[config.mk]
export PLATFORM = sky130hd
export DESIGN_NAME = tcp_conn_fsm
export DESIGN_NICKNAME = d
export VERILOG_FILES = /design/src/rtl/tcp_pkg.sv /design/src/rtl/tcp_conn_timer.sv /design/src/rtl/tcp_conn_fsm.sv
export SDC_FILE = /design/constraint.sdc
export NUM_CORES = 1
export LEC_CHECK = 0
export CAP_MARGIN = 20
export CORE_UTILIZATION = 36
export DETAILED_ROUTE_END_ITERATION = 7
export PLACE_DENSITY = 0.49
export SKIP_LAST_GASP = 1
export SYNTH_ARGS = -nofsm -noshare
export SYNTH_HDL_FRONTEND = slang
export SYNTH_SLANG_ARGS = --single-unit
[constraint.sdc]
create_clock -name i_clk -period 5.4 [get_ports i_clk]
set_input_delay 1.08 -clock i_clk [delete_from_list [all_inputs] [get_ports i_clk]]
set_output_delay 1.08 -clock i_clk [all_outputs]
set_load 0.01 [all_outputs]
[src/rtl/tcp_pkg.sv]
// rtl/tcp_pkg.sv - shared types and helpers for the TCP connection controller
package tcp_pkg;

  typedef enum logic [2:0] {
    RX_MSG_NOP,
    RX_MSG_RECV_SYNACK,
    RX_MSG_RECV_ACK,
    RX_MSG_RECV_FIN,
    RX_MSG_RECV_FINACK,
    RX_MSG_RECV_RST
  } rx_msg_t;

  typedef enum logic [1:0] {
    TX_CTRL_NOP,
    TX_CTRL_SEND_SYN,
    TX_CTRL_SEND_ACK,
    TX_CTRL_SEND_FIN
  } tx_ctrl_t;

  typedef enum logic [2:0] {
    TCP_CLOSED,
    TCP_SYN_SENT,
    TCP_ESTABLISHED,
    TCP_FIN_WAIT_1,
    TCP_FIN_WAIT_2,
    TCP_TIME_WAIT,
    TCP_CLOSE_WAIT,
    TCP_LAST_ACK
  } tcp_state_t;

  function automatic int max_int(input int a, input int b);
    return (a > b) ? a : b;
  endfunction

  // States whose dwell is bounded by the shared timer.
  function automatic logic is_timed(input tcp_state_t s);
    return (s == TCP_SYN_SENT) || (s == TCP_FIN_WAIT_1) ||
           (s == TCP_LAST_ACK) || (s == TCP_TIME_WAIT);
  endfunction

endpackage

[src/rtl/tcp_conn_timer.sv]
// rtl/tcp_conn_timer.sv - saturating counter with clear, enable and terminal-count compare
module tcp_conn_timer #(
  parameter int W = 8
) (
  input  logic         i_clk,
  input  logic         i_rst,
  input  logic         i_clear,
  input  logic         i_en,
  input  logic [W-1:0] i_tc,
  output logic         o_expire
);

  localparam logic [W:0] ONE_EXT = (W + 1)'(1);

  logic [W-1:0] count_q, count_d;

  always_comb begin
    count_d = count_q;
    if (i_clear) begin
      count_d = '0;
    end else if (i_en && (count_q != '1)) begin
      count_d = count_q + W'(1);
    end
  end

  always_ff @(posedge i_clk) begin
    if (i_rst) begin
      count_q <= '0;
    end else begin
      count_q <= count_d;
    end
  end

  // Fires in the cycle whose increment would reach the terminal count, so the
  // consequence lands exactly i_tc cycles after the clear.
  assign o_expire = i_en && (({1'b0, count_q} + ONE_EXT) >= {1'b0, i_tc});

endmodule

[src/rtl/tcp_conn_fsm.sv]
// rtl/tcp_conn_fsm.sv - connection-level TCP state machine with retransmit and TIME_WAIT timing
module tcp_conn_fsm
  import tcp_pkg::*;
#(
  parameter int RTO_CYCLES       = 1000000,
  parameter int MAX_RETRIES      = 3,
  parameter int TIME_WAIT_CYCLES = 2000000
) (
  input  logic       i_clk,
  input  logic       i_rst,
  input  logic       i_open,
  input  logic       i_close,
  input  rx_msg_t    i_rx_msg,
  input  logic       i_rx_msg_valid,
  output logic       o_rx_msg_ack,
  output tx_ctrl_t   o_tx_ctrl,
  output logic       o_tx_ctrl_valid,
  input  logic       i_tx_ctrl_ack,
  output tcp_state_t o_state,
  output logic       o_established,
  output logic       o_error
);

  localparam int TMR_W = $clog2(max_int(RTO_CYCLES, TIME_WAIT_CYCLES) + 1);
  localparam int RTY_W = max_int(1, $clog2(MAX_RETRIES + 1));

  tcp_state_t       state_q, state_d;
  tx_ctrl_t         tx_ctrl_q, tx_ctrl_d;
  logic             tx_valid_q, tx_valid_d;
  logic [RTY_W-1:0] retry_q, retry_d;
  logic             error_q, error_d;

  logic             rx_take, tx_done, tx_free, retx_armed;
  logic             tmr_clear, tmr_en, tmr_expire;
  logic [TMR_W-1:0] tmr_tc;
  tx_ctrl_t         retx_seg;

  assign rx_take  = i_rx_msg_valid & ~tx_valid_q;
  assign tx_done  = tx_valid_q & i_tx_ctrl_ack;
  assign tx_free  = ~tx_valid_q | i_tx_ctrl_ack;
  assign retx_seg = (state_q == TCP_SYN_SENT) ? TX_CTRL_SEND_SYN : TX_CTRL_SEND_FIN;

  // Every timed state is entered with a segment pending, so the timer only
  // starts once that segment is accepted.
  assign tmr_tc    = (state_q == TCP_TIME_WAIT) ? TMR_W'(TIME_WAIT_CYCLES) : TMR_W'(RTO_CYCLES);
  assign tmr_en    = is_timed(state_q) & ~tx_valid_q;
  assign tmr_clear = tx_done | (state_d != state_q);

  tcp_conn_timer #(.W(TMR_W)) u_timer (
    .i_clk    (i_clk),
    .i_rst    (i_rst),
    .i_clear  (tmr_clear),
    .i_en     (tmr_en),
    .i_tc     (tmr_tc),
    .o_expire (tmr_expire)
  );

  always_comb begin
    state_d    = state_q;
    tx_valid_d = tx_valid_q & ~i_tx_ctrl_ack;
    tx_ctrl_d  = tx_done ? TX_CTRL_NOP : tx_ctrl_q;
    retry_d    = retry_q;
    error_d    = 1'b0;
    retx_armed = 1'b0;

    case (state_q)
      TCP_CLOSED: begin
        if (i_open) begin
          state_d    = TCP_SYN_SENT;
          tx_valid_d = 1'b1;
          tx_ctrl_d  = TX_CTRL_SEND_SYN;
          retry_d    = '0;
        end
      end
      TCP_SYN_SENT: begin
        if (rx_take && (i_rx_msg == RX_MSG_RECV_SYNACK)) begin
          state_d    = TCP_ESTABLISHED;
          tx_valid_d = 1'b1;
          tx_ctrl_d  = TX_CTRL_SEND_ACK;
        end else begin
          retx_armed = 1'b1;
        end
      end
      TCP_ESTABLISHED: begin
        if (rx_take && (i_rx_msg == RX_MSG_RECV_FIN)) begin
          state_d    = TCP_CLOSE_WAIT;
          tx_valid_d = 1'b1;
          tx_ctrl_d  = TX_CTRL_SEND_ACK;
        end else if (i_close && tx_free) begin
          state_d    = TCP_FIN_WAIT_1;
          tx_valid_d = 1'b1;
          tx_ctrl_d  = TX_CTRL_SEND_FIN;
          retry_d    = '0;
        end
      end
      TCP_FIN_WAIT_1: begin
        if (rx_take && (i_rx_msg == RX_MSG_RECV_ACK)) begin
          state_d = TCP_FIN_WAIT_2;
        end else if (rx_take && (i_rx_msg == RX_MSG_RECV_FINACK)) begin
          state_d    = TCP_TIME_WAIT;
          tx_valid_d = 1'b1;
          tx_ctrl_d  = TX_CTRL_SEND_ACK;
        end else begin
          retx_armed = 1'b1;
        end
      end
      TCP_FIN_WAIT_2: begin
        if (rx_take && (i_rx_msg == RX_MSG_RECV_FIN)) begin
          state_d    = TCP_TIME_WAIT;
          tx_valid_d = 1'b1;
          tx_ctrl_d  = TX_CTRL_SEND_ACK;
        end
      end
      TCP_TIME_WAIT: begin
        if (tmr_expire) begin
          state_d = TCP_CLOSED;
        end
      end
      TCP_CLOSE_WAIT: begin
        if (tx_done) begin
          state_d    = TCP_LAST_ACK;
          tx_valid_d = 1'b1;
          tx_ctrl_d  = TX_CTRL_SEND_FIN;
          retry_d    = '0;
        end
      end
      TCP_LAST_ACK: begin
        if (rx_take && (i_rx_msg == RX_MSG_RECV_ACK)) begin
          state_d = TCP_CLOSED;
        end else begin
          retx_armed = 1'b1;
        end
      end
      default: state_d = TCP_CLOSED;
    endcase

    if (retx_armed && tmr_expire) begin
      if (retry_q < RTY_W'(MAX_RETRIES)) begin
        tx_valid_d = 1'b1;
        tx_ctrl_d  = retx_seg;
        retry_d    = retry_q + RTY_W'(1);
      end else begin
        state_d = TCP_CLOSED;
        error_d = 1'b1;
      end
    end

    // A peer reset overrides everything, including a coincident timeout.
    if (rx_take && (i_rx_msg == RX_MSG_RECV_RST) && (state_q != TCP_CLOSED)) begin
      state_d    = TCP_CLOSED;
      tx_valid_d = 1'b0;
      tx_ctrl_d  = TX_CTRL_NOP;
      error_d    = 1'b0;
    end
  end

  always_ff @(posedge i_clk) begin
    if (i_rst) begin
      state_q    <= TCP_CLOSED;
      tx_ctrl_q  <= TX_CTRL_NOP;
      tx_valid_q <= 1'b0;
      retry_q    <= '0;
      error_q    <= 1'b0;
    end else begin
      state_q    <= state_d;
      tx_ctrl_q  <= tx_ctrl_d;
      tx_valid_q <= tx_valid_d;
      retry_q    <= retry_d;
      error_q    <= error_d;
    end
  end

  assign o_rx_msg_ack    = rx_take;
  assign o_tx_ctrl       = tx_ctrl_q;
  assign o_tx_ctrl_valid = tx_valid_q;
  assign o_state         = state_q;
  assign o_established   = (state_q == TCP_ESTABLISHED);
  assign o_error         = error_q;

endmodule

==> impl_metrics.ini, run 1 <==
[outcome]
status = finished with violations
violations = design-rule violations

[power_and_ir_drop]
power_frac_seq = 0.436
power_frac_comb = 0.119
clock_power_share = 0.444
ir_worst_vdd_mv = 0.0886
powerDensity_nw_per_um2 = 189
p_leak_uw = 0.00100
internal-power_uw = 386
power.switching_uw = 137
p_sw_frac = 0.262

[global_route]
grt_pass1_vias = 2400
busiest_layer = met2
grt_use_met3 = 0.0346
grtUsageMet2 = 0.360
antenna_found_initial = 0
grt_max_degree = 26
grt_pass1_wl_mm = 11.6
grt_use_met1 = 0.246
grt_overflow = 0
grtUsageTotal = 0.203

[clock_tree]
cts_sinks = 30
insertion_delay_ns = 0.29
clk_path_buf_depth = 2
clock-root-buffer = clkbuf_8
clkTransAtPathRegs_ns = 0.07
numCtsBuffers = 5
cts_resized = 0
ctsHoldBuffers = 0
cts_max_level = 2
cts_tree = done
post_cts_buffers = 0

[die]
start_util = 0.378
die_area_um2 = 7070
rows = 29
io_pins = 18
die_w_um = 84.1
chipHeight_um = 84.1
core_area_um2 = 6420

[sta]
fmax_mhz = 254
rsz0062_at_grt = false
worstMarginPinSlew_ns = 0.792
hold_viol = 0
timing.hold.ws_ns = 0.482
setup_ws_ns = 1.46
relSlewSlack = 0.472
final_max_slew_viol_count = 0
finalCriticalPeriod_ns = 3.94
setup_tns_ns = 0
setup_violations = 0
period_share = 0.729
skew_ns = 0.0126

[placement]
io_buffers = 17
dpl.hpwl_mm = 4.87
place_area_um2 = 2660
place_congestion = 0.871
dp.cells = 418
pre_cts_ws_ns = 1.33

[routing]
routed_wl_mm = 6.69
vias = 2406
drt_iter0_drc = 79
vias_per_cell = 5.65
ant_nets = 0
post-route-drc-count = 6
drtPass1Iterations = 7
post_drt_wl_per_cell_um = 15.7

[min_path]
hold_path.class = flip-flop to flip-flop

[logic_synthesis]
async_reset_ff_frac = 0
ys.flop_type = dfxtp_1
syn_nets = 356
synth_common_cells = nand2_1, nor2_1, dfxtp_1
synth_cells = 337
synth_most_common_cell = nand2_1
avgSynthCellArea_um2 = 7.20
synth_warnings = 0
synthesis.area_um2 = 2430
synth.area.top_cells = dfxtp_1, xnor2_1, nand2_1, nor2_1, ha_1
ys_seq_elements = 30
synth.distinct_cells = 56
synth_edf_count = 0
synth_seq_area_share = 0.248
synth.largest_area_cell = dfxtp_1
synth_top_area_share = 0.248

[layout]
area_growth_pct = 14.2
antennaDiodeCount = 0
final_area_um2 = 2770
stdcell_count = 426
fill_cells = 676
finish.net_count = 367
drive_gt1_frac = 0.0544

[worst_setup_path]
reg2reg_to = u_timer.count_q[15]$_SDFFE_PP0P_
r2r_cells = 15
crit_fanout = 10
r2r-start = u_timer.count_q[0]$_SDFFE_PP0P_
critPathLaunch = u_timer.count_q[0]$_SDFFE_PP0P_
cp-start-kind = flip-flop
criticalPathCategory = flip-flop to flip-flop
endpoint = u_timer.count_q[15]$_SDFFE_PP0P_
required_ns = 5.58
end_kind = flip-flop
r2r_setup_slack_ns = 1.46
arrival_ns = 4.11

[flow_run]
maxCapViolCount = 0
## stage by stage
step           utilization  total power (µW)
6_report             0.431               523
5_1_grt              0.431               544
4_1_cts              0.431               532
3_5_place_dp         0.414               296
3_3_place_gp         0.414               296
2_1_floorplan            -               271
## critical path, cell delays in order, from the launching register on
cell and delay, ns:
dfxtp_1 0.44, ha_1 0.40, and2_1 0.35, nand2_1 0.13, nor2_1 0.14, xnor2_1 0.08
ha_1 0.33, o211ai_1 0.11, nand2_1 0.08, nand3_1 0.08, a221o_1 0.27, a31oi_2 0.24
nor3_1 0.13, o32ai_2 0.67, buf_4 0.30, nor2_1 0.07
## power by group through the flow
stage          logic, µW  clock network, µW  registers [µW]
6_report            62.5                232             228
5_1_grt             69.1                247             229
4_1_cts             62.7                241             228
3_5_place_dp        62.4                  0             233
3_3_place_gp        63.2                  0             233
2_1_floorplan       37.6                  0             233
## worst min-delay path by stage
stage	start	end	slack (ns)	depth (start not counted)
after global routing	retry_q[1]$_SDFF_PP0_	retry_q[1]$_SDFF_PP0_	0.51	2
after global placement	retry_q[1]$_SDFF_PP0_	retry_q[1]$_SDFF_PP0_	0.47	2
after floorplan	retry_q[1]$_SDFF_PP0_	retry_q[1]$_SDFF_PP0_	0.45	2
final	retry_q[1]$_SDFF_PP0_	retry_q[1]$_SDFF_PP0_	0.48	2
after CTS	retry_q[1]$_SDFF_PP0_	retry_q[1]$_SDFF_PP0_	0.48	2
after detailed placement	retry_q[1]$_SDFF_PP0_	retry_q[1]$_SDFF_PP0_	0.47	2
## final cells by class
| type | instances | area [µm²] | area share |
|---|---|---|---|
| clock buffers | 5 | 68.8 | 0.0248 |
| clock inverters | 3 | 40.0 | 0.0145 |
| inverters | 5 | 18.8 | 0.00678 |
| multi-input cells | 284 | 1740 | 0.627 |
| flip-flops and latches | 30 | 601 | 0.217 |
| well taps | 77 | 96.3 | 0.0348 |
| repair buffers | 22 | 208 | 0.0750 |
## registers in the layout (all words and copies together), names as in the netlist
register and cells:
o_tx_ctrl 2, o_error 1, u_timer.count_q 21, retry_q 2, o_tx_ctrl_valid 1, o_state 3
## per-layer routing
layer	routed length, µm	part of all wire	vias up
met5	0	0	-
met4	119	0.018	0
met3	312	0.047	13
met2	3330	0.50	71
met1	2930	0.44	1105
li1	-	-	1217
## layout by cell type (no fill, tap or decap), drive strengths merged, types with 2 or more instances in the layout
cell           synthesis  final
xor2                   3      3
nor2b                  4      4
nor3b                  5      5
nand2b                 3      3
mux2i                  3      3
nor3                   6      6
inv                    5      5
nor2                  44     44
a31oi                  6      6
o21a                   3      3
and2                   7      7
o31ai                  2      2
a21oi                 18     18
o211ai                 3      3
dfxtp                 30     30
nand2                 53     53
clkbuf                15      5
nor4b                  2      2
and3                   5      5
ha                    10     10
a221o                  2      2
nand4                  8      8
clkdlybuf4s50          0     17
and4                   3      3
or2                    2      2
clkinv                 0      2
a211oi                 3      3
nand3                 15     15
o21ai                 13     13
xnor2                 26     26
a41o                   2      2
a21o                   4      4
nand3b                 2      2
o22ai                  2      2
or3                    7      7
buf                    3      5
## cells by family after synthesis
family | after synthesis | share of synthesized area
mux | 4 | 0.0170
buf+inv | 23 | 0.0392
xor+xnor | 29 | 0.105
simple gates | 170 | 0.339
compound gates | 70 | 0.197
fa+ha+maj | 11 | 0.0557
flops | 30 | 0.248
Power figures use the tool's default switching activity.
==> run 2, diff against run 1 <==
Settings changed: PLACE_DENSITY 0.49 to 0.51.
Clock period 5.4 ns to 3.2 ns, I/O delays scaled along.
==> impl_metrics.ini, run 2 (same netlist as run 1, synthesis figures left out) <==
[worst_setup_path]
arrival_ns = 3.32
crit_fanout = 5
slowest_delay_ns = 0.32
crit_family = compound AO/OA/AOI/OAI gates
criticalPathCategory = flip-flop to flip-flop
crit_top_cell = nand3_1
cp_num_buf_inv = 3
cp-start-kind = flip-flop
required_ns = 3.38
worstPathCellList = nand4_1 > or2_1 > nor2_1 > buf_4 > nand3_1 > xnor2_1 > ha_1 > o211ai_1 > nand2_1 > nand3_1 > a221o_1 > a31oi_4 > nor3_4 > o32ai_4 > buf_12 > clkbuf_16 > nor2_2
critPathSlowestCell = dfxtp_2
end_kind = flip-flop

[layout]
antennaDiodeCount = 0
fin_util = 0.503
area_growth_pct = 33.1
final_common_cell = nand2_1
final_cell_mix = nand2_1, buf_4, nor2_1, xnor2_1, dfxtp_1
final_area_um2 = 3230
drive_gt1_frac = 0.211
largest-register = u_timer.count_q
finish.net_count = 407
largest_reg_flops = 21

[die]
rows = 29
die_area_um2 = 7070
die_w_um = 84.1
start_util = 0.378
chipHeight_um = 84.1
io_pins = 18
core_area_um2 = 6420

[routing]
dr_wl_met3_um = 212
post_drt_wl_per_cell_um = 15.6
vias_per_cell = 5.44
ant_nets = 0
routed_wl_mm = 7.25
vias = 2529
drtPass1Iterations = 6
dr.max_layer_used = met4
dr_wl_met2_mm = 3.70
drt_iter0_drc = 73
drt-met1-wl_mm = 3.24
post-route-drc-count = 2

[power_and_ir_drop]
internal-power_uw = 583
clock_power_share = 0.368
powerDensity_nw_per_um2 = 250
power_frac_comb = 0.155
ir_worst_vdd_mv = 0.163
power_frac_seq = 0.477
power.switching_uw = 224
p_sw_frac = 0.277
p_leak_uw = 0.00124

[clock_tree]
cts_max_level = 2
clkTransAtPathRegs_ns = 0.07
numCtsBuffers = 5
insertion_delay_ns = 0.29
cts_sinks = 30
clk_path_buf_depth = 2
cts_tree = done
clock-root-buffer = clkbuf_8

[outcome]
status = finished with violations
violations = design-rule violations

[sta]
period_share = 0.980
rsz0062_at_grt = true
skew_ns = 0.0106
setup_violations = 0
final_max_slew_viol_count = 0
worstMarginPinSlew_ns = 0.501
fmax_mhz = 319
finalCriticalPeriod_ns = 3.14
hold_viol = 0
relSlewSlack = 0.665

[global_route]
antenna_found_initial = 0
grt_overflow = 0
grtUsageTotal = 0.205
grt_max_degree = 25
grt_pass1_wl_mm = 11.6
grt_pass1_vias = 2377

[placement]
place_area_um2 = 2920
place_congestion = 0.801
dpl.hpwl_mm = 5.14
io_buffers = 17

[flow_run]
maxCapViolCount = 0

[min_path]
hold_path.class = flip-flop to flip-flop
==> run 2: worst register-to-register path, stage by stage, from the launching register on <==
cell and delay, ns:
dfxtp_2 0.32, nand4_1 0.11, or2_1 0.24, nor2_1 0.13, buf_4 0.14, nand3_1 0.09, xnor2_1 0.13, ha_1 0.30
o211ai_1 0.10, nand2_1 0.10, nand3_1 0.08, a221o_1 0.32, a31oi_4 0.28, nor3_4 0.07, o32ai_4 0.26, buf_12 0.16
clkbuf_16 0.15, nor2_2 0.04
==> run 2: final timing paths <==
| check | startpoint | to | slack (ns) | cells after the start |
|---|---|---|---|---|
| max | u_timer.count_q[10]$_SDFFE_PP0P_ | u_timer.count_q[4]$_SDFFE_PP0P_ | 0.06 | 17 |
| min | retry_q[1]$_SDFF_PP0_ | retry_q[1]$_SDFF_PP0_ | 0.48 | 2 |
| max reg2reg | u_timer.count_q[10]$_SDFFE_PP0P_ | u_timer.count_q[4]$_SDFFE_PP0P_ | 0.06 | 17 |
| min reg2reg | retry_q[1]$_SDFF_PP0_ | retry_q[1]$_SDFF_PP0_ | 0.48 | 2 |
==> run 2: area by class of cell <==
cell class	count	area [µm²]
tap	77	96.3
multi-input combinational	284	1830
inverter	5	18.8
fill	656	3190
clock buffer	5	68.8
timing repair buffer	62	588
sequential	30	613
clock inverter	2	10.0
==> run 2: per-layer routing <==
layer | up-vias | track usage
li1 | 1308 | -
met1 | 1163 | 0.247
met2 | 50 | 0.365
met3 | 8 | 0.0326
met4 | 0 | 0.0737
met5 | - | 0
==> run 2: stage by stage <==
stage | setup WS (ns) | cells | setup TNS (ns) | power, µW | hold slack (ns)
floorplan | 0.00559 | 337 | 0 | 457 | 0.445
global placement | 0.0552 | 450 | 0 | 512 | 0.477
detailed placement | -0.00557 | 450 | -0.00557 | 511 | 0.471
CTS | 0.00252 | 457 | 0 | 812 | 0.482
global route | -0.0722 | 465 | -1.12 | 845 | 0.511
finish | 0.0637 | 465 | 0 | 806 | 0.483
==> run 2: power by group through the flow <==
| stage | Sequential (µW) | Combinational (µW) | Clock [µW] |
|---|---|---|---|
| after global routing | 386 | 137 | 322 |
| after floorplan | 393 | 63.5 | 0 |
| after CTS | 385 | 119 | 308 |
| final | 385 | 125 | 297 |
| after detailed placement | 393 | 118 | 0 |
| after global placement | 393 | 119 | 0 |
==> run 2: what timing repair did <==
item / 4_1_cts / 5_1_grt
gates resized for setup: 2 / 30
endpoints found under the setup margin: 1 / 26
setup buffers: 0 / 5
hold buffers: 0 / 0
pin swaps: 0 / 13
cloned: 0 / 3
